`src/rtl/fnd_pkg.sv`:
```
// Shared FND definitions: blank pattern, active-low 7-seg digit codes (bit 7 = dp) and arbiter states.
package fnd_pkg;

  localparam logic [7:0] SEG_BLANK = 8'hFF;

  localparam logic [7:0] SEG_0 = 8'hC0;
  localparam logic [7:0] SEG_1 = 8'hF9;
  localparam logic [7:0] SEG_2 = 8'hA4;
  localparam logic [7:0] SEG_3 = 8'hB0;
  localparam logic [7:0] SEG_4 = 8'h99;
  localparam logic [7:0] SEG_5 = 8'h92;
  localparam logic [7:0] SEG_6 = 8'h82;
  localparam logic [7:0] SEG_7 = 8'hF8;
  localparam logic [7:0] SEG_8 = 8'h80;
  localparam logic [7:0] SEG_9 = 8'h90;

  typedef enum logic [1:0] {
    BLANK,
    BANNER,
    SHOW
  } fnd_state_t;

  function automatic int max3(input int a, input int b, input int c);
    int m;
    m = (a > b) ? a : b;
    return (m > c) ? m : c;
  endfunction

endpackage

```
`src/rtl/fnd_digit_decoder.sv`:
```
// Decimal digit to active-low 7-seg code with dp off; values above 9 show blank.
// Latency: combinational, no backpressure.
module fnd_digit_decoder
  import fnd_pkg::*;
(
  input  logic [3:0] value,
  output logic [7:0] seg
);

  always_comb begin
    seg = SEG_BLANK;
    case (value)
      4'd0:    seg = SEG_0;
      4'd1:    seg = SEG_1;
      4'd2:    seg = SEG_2;
      4'd3:    seg = SEG_3;
      4'd4:    seg = SEG_4;
      4'd5:    seg = SEG_5;
      4'd6:    seg = SEG_6;
      4'd7:    seg = SEG_7;
      4'd8:    seg = SEG_8;
      4'd9:    seg = SEG_9;
      default: seg = SEG_BLANK;
    endcase
  end

endmodule

```
`src/rtl/fnd_source_select.sv`:
```
// FND source arbiter: picks one of NUM_SRC displays with blank gap and index banner on every switch.
// Latency: 1 cycle registered outputs; no backpressure, switch events outside SHOW are dropped.
module fnd_source_select
  import fnd_pkg::*;
#(
  parameter int NUM_SRC    = 4,
  parameter int COM_W      = 4,
  parameter int SEG_W      = 8,
  parameter int BLANK_CYC  = 100_000,
  parameter int BANNER_CYC = 50_000_000,
  parameter int ROTATE_CYC = 300_000_000
) (
  input  logic                         clk,
  input  logic                         rst_n,
  input  logic [NUM_SRC*COM_W-1:0]     src_com,
  input  logic [NUM_SRC*SEG_W-1:0]     src_data,
  input  logic [NUM_SRC-1:0]           src_en,
  input  logic                         btn_next,
  input  logic                         sel_req_valid,
  input  logic [$clog2(NUM_SRC)-1:0]   sel_req,
  input  logic                         auto_en,
  output logic [COM_W-1:0]             fnd_com,
  output logic [SEG_W-1:0]             fnd_data,
  output logic [$clog2(NUM_SRC)-1:0]   active_sel,
  output logic                         switching
);

  localparam int SEL_W   = $clog2(NUM_SRC);
  localparam int CNT_MAX = max3(BLANK_CYC, BANNER_CYC, ROTATE_CYC);
  localparam int CNT_W   = (CNT_MAX > 1) ? $clog2(CNT_MAX) : 1;

  localparam logic [CNT_W-1:0] BLANK_LAST  = CNT_W'(BLANK_CYC - 1);
  localparam logic [CNT_W-1:0] BANNER_LAST = CNT_W'((BANNER_CYC > 0) ? BANNER_CYC - 1 : 0);
  localparam logic [CNT_W-1:0] ROT_LAST    = CNT_W'(ROTATE_CYC - 1);

  fnd_state_t         state, state_nxt;
  logic [CNT_W-1:0]   cnt, cnt_nxt;
  logic [SEL_W-1:0]   sel_nxt;
  logic [COM_W-1:0]   com_nxt;
  logic [SEG_W-1:0]   data_nxt;
  logic [7:0]         banner_seg;
  logic [SEG_W-1:0]   banner_data;
  logic               req_ok;
  logic               rot_tick;
  logic               nxt_found;
  logic [SEL_W-1:0]   nxt_idx;

  // Nearest enabled index above cur, wrapping; cur itself is never a candidate.
  function automatic logic [SEL_W:0] next_enabled(input logic [SEL_W-1:0] cur,
                                                   input logic [NUM_SRC-1:0] en);
    logic             found;
    logic [SEL_W-1:0] idx;
    int               cand;
    found = 1'b0;
    idx   = cur;
    for (int k = NUM_SRC - 1; k >= 1; k--) begin
      cand = (int'(cur) + k) % NUM_SRC;
      if (en[cand]) begin
        found = 1'b1;
        idx   = SEL_W'(cand);
      end
    end
    return {found, idx};
  endfunction

  always_comb begin
    {nxt_found, nxt_idx} = next_enabled(active_sel, src_en);
  end

  assign req_ok = sel_req_valid && (int'(sel_req) < NUM_SRC) &&
                  src_en[sel_req] && (sel_req != active_sel);
  assign rot_tick = (state == SHOW) && auto_en && (cnt == ROT_LAST);

  always_comb begin
    state_nxt = state;
    sel_nxt   = active_sel;
    cnt_nxt   = cnt + CNT_W'(1);
    case (state)
      BLANK: begin
        if (cnt == BLANK_LAST) begin
          cnt_nxt   = '0;
          state_nxt = (BANNER_CYC == 0) ? SHOW : BANNER;
        end
      end
      BANNER: begin
        if (cnt == BANNER_LAST) begin
          cnt_nxt   = '0;
          state_nxt = SHOW;
        end
      end
      SHOW: begin
        // In SHOW the counter is the auto-rotate dwell timer.
        if (!auto_en || rot_tick) cnt_nxt = '0;
        if (req_ok) begin
          state_nxt = BLANK;
          sel_nxt   = sel_req;
          cnt_nxt   = '0;
        end else if (nxt_found && (btn_next || rot_tick || !src_en[active_sel])) begin
          state_nxt = BLANK;
          sel_nxt   = nxt_idx;
          cnt_nxt   = '0;
        end
      end
      default: begin
        state_nxt = BLANK;
        cnt_nxt   = '0;
      end
    endcase
  end

  fnd_digit_decoder u_banner_dec (
    .value (4'(sel_nxt)),
    .seg   (banner_seg)
  );

  // Widen by inverting so any segment bits beyond the 8-bit code stay off.
  assign banner_data = ~(SEG_W'(~banner_seg));

  // Output register is loaded from the next state so a switch blanks on the accepting edge.
  always_comb begin
    com_nxt  = '1;
    data_nxt = '1;
    case (state_nxt)
      BANNER: begin
        com_nxt  = ~COM_W'(1);
        data_nxt = banner_data;
      end
      SHOW: begin
        if (src_en[sel_nxt]) begin
          com_nxt  = src_com[int'(sel_nxt)*COM_W +: COM_W];
          data_nxt = src_data[int'(sel_nxt)*SEG_W +: SEG_W];
        end
      end
      default: begin
        com_nxt  = '1;
        data_nxt = '1;
      end
    endcase
  end

  always_ff @(posedge clk or negedge rst_n) begin
    if (!rst_n) begin
      state      <= BLANK;
      cnt        <= '0;
      active_sel <= '0;
      fnd_com    <= '1;
      fnd_data   <= '1;
    end else begin
      state      <= state_nxt;
      cnt        <= cnt_nxt;
      active_sel <= sel_nxt;
      fnd_com    <= com_nxt;
      fnd_data   <= data_nxt;
    end
  end

  assign switching = (state != SHOW);

endmodule
```
`config.mk`:
```
export PLATFORM = sky130hd
export DESIGN_NAME = fnd_source_select
export DESIGN_NICKNAME = d
export VERILOG_FILES = /design/src/rtl/fnd_pkg.sv /design/src/rtl/fnd_digit_decoder.sv /design/src/rtl/fnd_source_select.sv
export SDC_FILE = /design/constraint.sdc
export NUM_CORES = 1
export LEC_CHECK = 0
export CAP_MARGIN = 25
export CORE_UTILIZATION = 30
export DETAILED_ROUTE_END_ITERATION = 10
export PLACE_DENSITY = 0.5
export SETUP_SLACK_MARGIN = 0.05
export SKIP_LAST_GASP = 1
export SLEW_MARGIN = 30
export SYNTH_ARGS = -nofsm -noshare
export SYNTH_HDL_FRONTEND = slang
export SYNTH_SLANG_ARGS = --single-unit
```
`constraint.sdc`:
```
create_clock -name clk -period 2.88 [get_ports clk]
set_input_delay 0.432 -clock clk [delete_from_list [all_inputs] [get_ports clk]]
set_output_delay 0.432 -clock clk [all_outputs]
set_load 0.05 [all_outputs]
```
Yosys cells after proc, flatten, opt, wreduce, memory -nomap -nowiden
Memory sizes are Yosys's and may differ from the RTL's.
Cells that the tools add are included.
{"block": "totals", "regBits": 45, "rom_bits": 112, "input_bits": 59, "word_cells": 85, "n_memories": 1}
{"memory": "(name not given)", "words": 16, "width": 7, "rd": 1, "rd_ports_with_merged_regs": 0, "write_ports": 0, "line": "fnd_digit_decoder.sv:12", "text": "case (value)"}
{"block": "classes", "addsub": 4, "n_lt_le_gt_ge": 6, "eq_ne": 9, "shift": 2, "muxes": 39, "bitwise_logic": 5, "n_reduce_logical": 14}
{"cell": "$mux W29", "n": 5}
{"cell": "$pmux W29 S3", "n": 1}
{"cell": "$shiftx A32 B6 Y8", "n": 1}
{"cell": "$add A29 B1 Y29 const B", "n": 1}
{"cell": "$eq A29 B17 Y1 const B", "n": 1}
{"cell": "$eq A29 B26 Y1 const B", "n": 1}
{"cell": "$eq A29 B29 Y1 const B", "n": 1}
{"cell": "$mux W2", "n": 10}
{"cell": "$not A8 Y8", "n": 2}
{"cell": "$pmux W8 S2", "n": 1}
{"cell": "$shiftx A16 B5 Y4", "n": 1}
{"cell": "$bmux W1 S2", "n": 6}
{"cell": "$lt A3 B4 Y1 const B", "n": 3}
{"cell": "$mux W1", "n": 12}
{"cell": "$lt A2 B3 Y1 const B", "n": 3}
{"cell": "$mux W8", "n": 1}
{"cell": "$pmux W4 S2", "n": 1}
{"cell": "$pmux W2 S3", "n": 1}
{"cell": "$reduce_or A2 Y1", "n": 3}
{"cell": "$logic_and A1 B1 Y1", "n": 5}
{"cell": "$add A2 B2 Y2 const B", "n": 2}
{"cell": "$eq A2 B1 Y1 const B", "n": 2}
{"cell": "$eq A2 B2 Y1 const B", "n": 2}
{"cell": "$mux W4", "n": 1}
{"cell": "other kinds (7)", "n": 12}

Longest topological paths before layout
{"block": "logic_depth", "word_depth": 17, "mapped_depth": 12}

Hierarchy
A second synthesis with hierarchy kept.
{"block": "unflattened", "hier_cells": 394, "hier_area_um2": 3448.3}
{"mod": "fnd_source_select", "instances": 1, "cells_per_inst": 359, "area_per_inst_um2": 3226.8, "seq_area_each_um2": 1141.1}
{"mod": "fnd_digit_decoder", "instances": 1, "cells_per_inst": 35, "area_per_inst_um2": 221.5, "seq_area_each_um2": 0.0}

Least setup slack after synthesis
Ideal clock, no wire load.
{"block": "synth_path", "kind": "reg2reg", "start": "register active_sel[0]", "end": "register fnd_com[0]", "setup_time_ns": 0.077, "arrival_time_ns": 2.697, "t_required_ns": 2.803, "slack_ns": 0.106, "stages_incl_launch_ff": 11, "path_buffers": 2, "synth_period_minus_slack_ns": 2.774, "path_cell_list": "dfrtp_1 -> buf_6 -> mux2_4 -> o32a_1 -> o22a_1 -> a211oi_1 -> nor2_2 -> a211oi_2 -> buf_6 -> nor2_2 -> a31oi_1"}
{"block": "synth_between", "elab_chain_cells": 15, "elab_cells_between_ends": 38}
{"item": "start, declared", "line": "fnd_source_select.sv:24", "text": "output logic [$clog2(NUM_SRC)-1:0] active_sel,"}
{"item": "start signal, assigned", "line": "fnd_source_select.sv:151", "text": "active_sel <= sel_nxt;"}
{"item": "branches (longest 14 deep; another with $add A2 B2 Y2)"}
{"item": "$pmux W4 S2 (*)", "line": "fnd_source_select.sv:123", "text": "case (state_nxt)"}
{"item": "net com_nxt[0]", "line": "fnd_source_select.sv:39", "text": "logic [COM_W-1:0] com_nxt;"}
{"item": "end signal, assigned", "line": "fnd_source_select.sv:152", "text": "fnd_com <= com_nxt;"}
{"item": "end, declared", "line": "fnd_source_select.sv:22", "text": "output logic [COM_W-1:0] fnd_com,"}
Mark *: on every way through the listed nets, which the timed path passes. The select of a mux whose other input is x is not followed.

Final worst setup path
{"block": "layout_path", "start": "register cnt[27]", "end": "register fnd_data[5]"}
{"block": "layout_between", "elab_chain_cells": 12, "elab_cells_between_ends": 25}
{"item": "start, declared", "line": "fnd_source_select.sv:37", "text": "logic [CNT_W-1:0] cnt, cnt_nxt;"}
{"item": "start signal, assigned", "line": "fnd_source_select.sv:150", "text": "cnt <= cnt_nxt;"}
{"item": "branches (longest 11 deep; another with $shiftx A32 B6 Y8)"}
{"item": "$pmux W8 S2 (*)", "line": "fnd_source_select.sv:123"}
{"item": "net data_nxt[5]", "line": "fnd_source_select.sv:40", "text": "logic [SEG_W-1:0] data_nxt;"}
{"item": "end signal, assigned", "line": "fnd_source_select.sv:153", "text": "fnd_data <= data_nxt;"}
{"item": "end, declared", "line": "fnd_source_select.sv:23", "text": "output logic [SEG_W-1:0] fnd_data,"}
Marked as above.

==> metrics <==
sequence of cells on the critical path nor4_2, buf_4, nand4_1, o31ai_4, buf_4, o2111ai_2, buf_4, a31oi_2, a211oi_2, buf_6, a211oi_2, o21ai_1; Worst slew margin 53.1%; total chip power 1510 uW; footprint of the multi-input gates 1970 sq um; top area cells in the synthesized netlist sky130_fd_sc_hd__dfrtp_1 27%, sky130_fd_sc_hd__dfstp_2 10%, sky130_fd_sc_hd__nand3_1 8.4%; TritonCTS clock tree done; post-synth top area cell sky130_fd_sc_hd__dfrtp_1; Routed WL 9.44 mm; summed instance area of the synthesized netlist 3100 sq um; Storage cell area 1140 sq um; clock sinks 45; flop and latch count out of synthesis 45; number of synthesized flops with an enable pin 0; share of synthesized flip-flops with an asynchronous set or reset 100%; register area share after synthesis 36.8%; Power per Cell Area 325 nW/um^2; syn avg cell area 8.78 sq um; required time of the critical path 3.10 ns; combinational power share 20.6%; proportion of total power due to net switching 28.4%; input/output buffers 73; number of distinct library cells after synthesis 56; Primary FF master, synth sky130_fd_sc_hd__dfrtp_1; first-pass GRT wire length 15.0 mm; root buffer cell sky130_fd_sc_hd__clkbuf_8; Critical R2R Capture fnd_data[5]; Vert. Die Dim 104 um; area of the die 10,700 sq um; final clock skew 0.00747 ns; share of total power in sequential cells 49.1%; Maximum Capacitance Violations 0; RSZ-0062 raised after global routing true; hold-fix buffers at CTS 0; ratio of routed vias to standard cells 5.15; routed vias 3,117; total internal power 1080 uW; number of failing setup endpoints in the final timing report 0; CP Capture Type flop; number of buffers added by the clock tree synthesis step 5; portion of the clock cycle consumed by the worst path in the final layout 94.7%; number of instances in the synthesized netlist 353; Total GRT Usage 17.1%; RD Place Congestion 0.835; starting density of the core 31.3%; net load switching power 428 uW; Most common cell on crit path sky130_fd_sc_hd__buf_4; transition at the pin with the smallest max-transition slack 0.704 ns; instance area after placement 4290 sq um; detailed-placement wirelength estimate 6.80 mm; via count of the first global-routing pass 3,028; WL per Instance 15.6 um; kind of critical path flop to flop; remaining number of nets flagged by the antenna check after routing 0; cell at the slowest stage of the critical path sky130_fd_sc_hd__dfrtp_1; static leakage power 0.00182 uW; detailed router's first-iteration violation count 107; clock input transition at the sequential cells of the worst setup and hold paths 0.09 ns; run status complete, no violations; relative area change from synthesis to final layout 49.5%; number of diodes 0; share of post-route cells with drive strength above 1 26.7%; CP Max Fanout 11; number of antenna violations at the first check in global routing 0; count of placed standard cells including taps 588; syn nets 415; VDD IR max 0.000198 V; max-slew violations 0; class of the tightest hold or removal check primary input to asynchronous set/reset pin; largest net degree at the start of global routing 46; worst-case reg-to-reg path depth 12; Die Wd 104 um; clock network power share 30.3%; WP data arrival 2.95 ns; Hold Violations, Final 0; Core Rows 36; fmax 0.367 GHz; fin crit period 2.73 ns; fraction of synthesized cell area taken by the top area cell type 26.6%; number of warnings issued by yosys 0; final hold slack 0.105 ns; I/O pin cnt 74; reg-to-reg setup timing slack 0.15 ns; H-tree levels 2; largest buffer count on any clock path 2; non-filler cells in the finished layout 605; Worst R2R Start cnt[27]; post-detailed-route DRC marker count 0; post-route design area 4640 sq um; slowest cell delay on critical path 0.40 ns; aggregate negative setup slack 0 ns; core outline area 9910 sq um; fillcell total 964; insertion delay to the later sink of the worst-skew pair 0.31 ns; total grt overflow 0; category of the worst setup path launch point flop; Final #Nets 533; 1st-pass router iterations 5
-- cells by family (layout without fill, tap and decap cells) --
family | Yosys count | in the layout | share of synthesized area (%)
and+or+nand+nor | 156 | 156 | 26.3
AOI/OAI and AO/OA | 82 | 83 | 18.6
DFF | 45 | 45 | 36.8
buffers and inverters | 29 | 147 | 4.84
xor gates and xnor gates | 28 | 28 | 7.91
muxes | 10 | 10 | 4.28
adders and majority gates | 3 | 3 | 1.21
-- routing by layer --
layer / track usage, % / wire length [um] / vias up
li1: - / - / 1523
met4: 5.31 / 139 / 0
met2: 27.6 / 4510 / 85
met5: 0 / 0 / -
met3: 2.64 / 424 / 13
met1: 23.6 / 4370 / 1496
-- sequential cells by signal, summed over array words and instances (netlist names) --
name        flops
cnt            29
fnd_data        8
fnd_com         4
active_sel      2
state           2
-- synthesized netlist by cell type (5+ instances only) --
cell type,count
sky130_fd_sc_hd__a211oi_1,7
sky130_fd_sc_hd__a211oi_2,7
sky130_fd_sc_hd__a21oi_1,8
sky130_fd_sc_hd__a31oi_1,8
sky130_fd_sc_hd__and3_1,7
sky130_fd_sc_hd__buf_6,5
sky130_fd_sc_hd__clkbuf_1,10
sky130_fd_sc_hd__dfrtp_1,33
sky130_fd_sc_hd__dfstp_2,12
sky130_fd_sc_hd__inv_1,9
sky130_fd_sc_hd__mux2i_1,5
sky130_fd_sc_hd__nand2_1,13
sky130_fd_sc_hd__nand3_1,52
sky130_fd_sc_hd__nand4_1,7
sky130_fd_sc_hd__nor2_1,42
sky130_fd_sc_hd__nor2b_1,5
sky130_fd_sc_hd__nor3_1,7
sky130_fd_sc_hd__o21ai_0,23
sky130_fd_sc_hd__o21ai_1,9
sky130_fd_sc_hd__xnor2_1,12
sky130_fd_sc_hd__xor2_1,16
-- critical path, delay by kind of cell, from the launching register on --
family / cells / cell delay (ns)
and+or+nand+nor: 2 / 0.53
DFF: 1 / 0.40
AOI/OAI and AO/OA: 6 / 1.04
buffers and inverters: 4 / 0.67
-- power groups by stage --
stage / logic, uW / registers [uW] / clock network, uW
after global placement: 289 / 748 / 0
after detailed placement: 293 / 750 / 0
after global routing: 344 / 749 / 493
final: 311 / 740 / 457
after floorplan: 151 / 737 / 0
after CTS: 295 / 739 / 469
-- layout by cell type (no fill, tap or decap), types with 3 or more instances in the layout --
cell                              instances
sky130_fd_sc_hd__o211ai_1                 3
sky130_fd_sc_hd__a21oi_1                  8
sky130_fd_sc_hd__clkdlybuf4s50_1         70
sky130_fd_sc_hd__nand2b_1                 3
sky130_fd_sc_hd__nand4_1                  7
sky130_fd_sc_hd__buf_12                   3
sky130_fd_sc_hd__o21ai_0                 20
sky130_fd_sc_hd__inv_1                    9
sky130_fd_sc_hd__clkbuf_8                 5
sky130_fd_sc_hd__buf_4                   48
sky130_fd_sc_hd__buf_6                    5
sky130_fd_sc_hd__a31oi_2                  3
sky130_fd_sc_hd__a211oi_2                11
sky130_fd_sc_hd__xor2_1                  16
sky130_fd_sc_hd__nor2_1                  41
sky130_fd_sc_hd__or2_2                    3
sky130_fd_sc_hd__nor4b_1                  3
sky130_fd_sc_hd__nor3_1                   7
sky130_fd_sc_hd__xnor2_1                 12
sky130_fd_sc_hd__nor2_2                   3
sky130_fd_sc_hd__mux2i_1                  5
sky130_fd_sc_hd__nand3_1                 52
sky130_fd_sc_hd__dfrtp_1                 33
sky130_fd_sc_hd__dfstp_2                 12
sky130_fd_sc_hd__nand2_1                 13
sky130_fd_sc_hd__nor2b_1                  5
sky130_fd_sc_hd__and3_1                   6
sky130_fd_sc_hd__o21ai_1                 11
sky130_fd_sc_hd__a31oi_1                  4
-- metrics by stage --
stage                     util, %  setup WS, ns
after global placement       43.2        -0.419
after detailed placement     43.3        -0.389
after global routing         46.8        0.0220
after CTS                    44.8        0.0737
after floorplan                 -         0.106
final                        46.8         0.153
-- cell type report --
type | instances | share of cell area [%]
clock buffer | 6 | 2.02
clock inverter | 2 | 0.324
inverter | 11 | 0.999
multi-input combinational | 280 | 42.5
sequential | 45 | 24.6
tap | 133 | 3.59
timing repair buffer | 128 | 25.9
-- what timing repair did --
item / CTS / global route
setup endpoints to repair: 10 / 17
gates cloned: 0 / 2
resized for setup: 6 / 32
pin swaps: 1 / 17
buffers inserted: 1 / 6
-- worst max-delay path by stage --
stage,start,endpoint,slack (ns)
floorplan,active_sel[0],fnd_com[0],0.11
global placement,sel_req[0],fnd_data[7],-0.42
detailed placement,sel_req[0],fnd_data[7],-0.39
CTS,src_en[2],fnd_data[6],0.07
global route,cnt[27],fnd_data[4],0.02
finish,cnt[27],fnd_data[5],0.15
No activity file was read; power rests on OpenSTA's default activity.
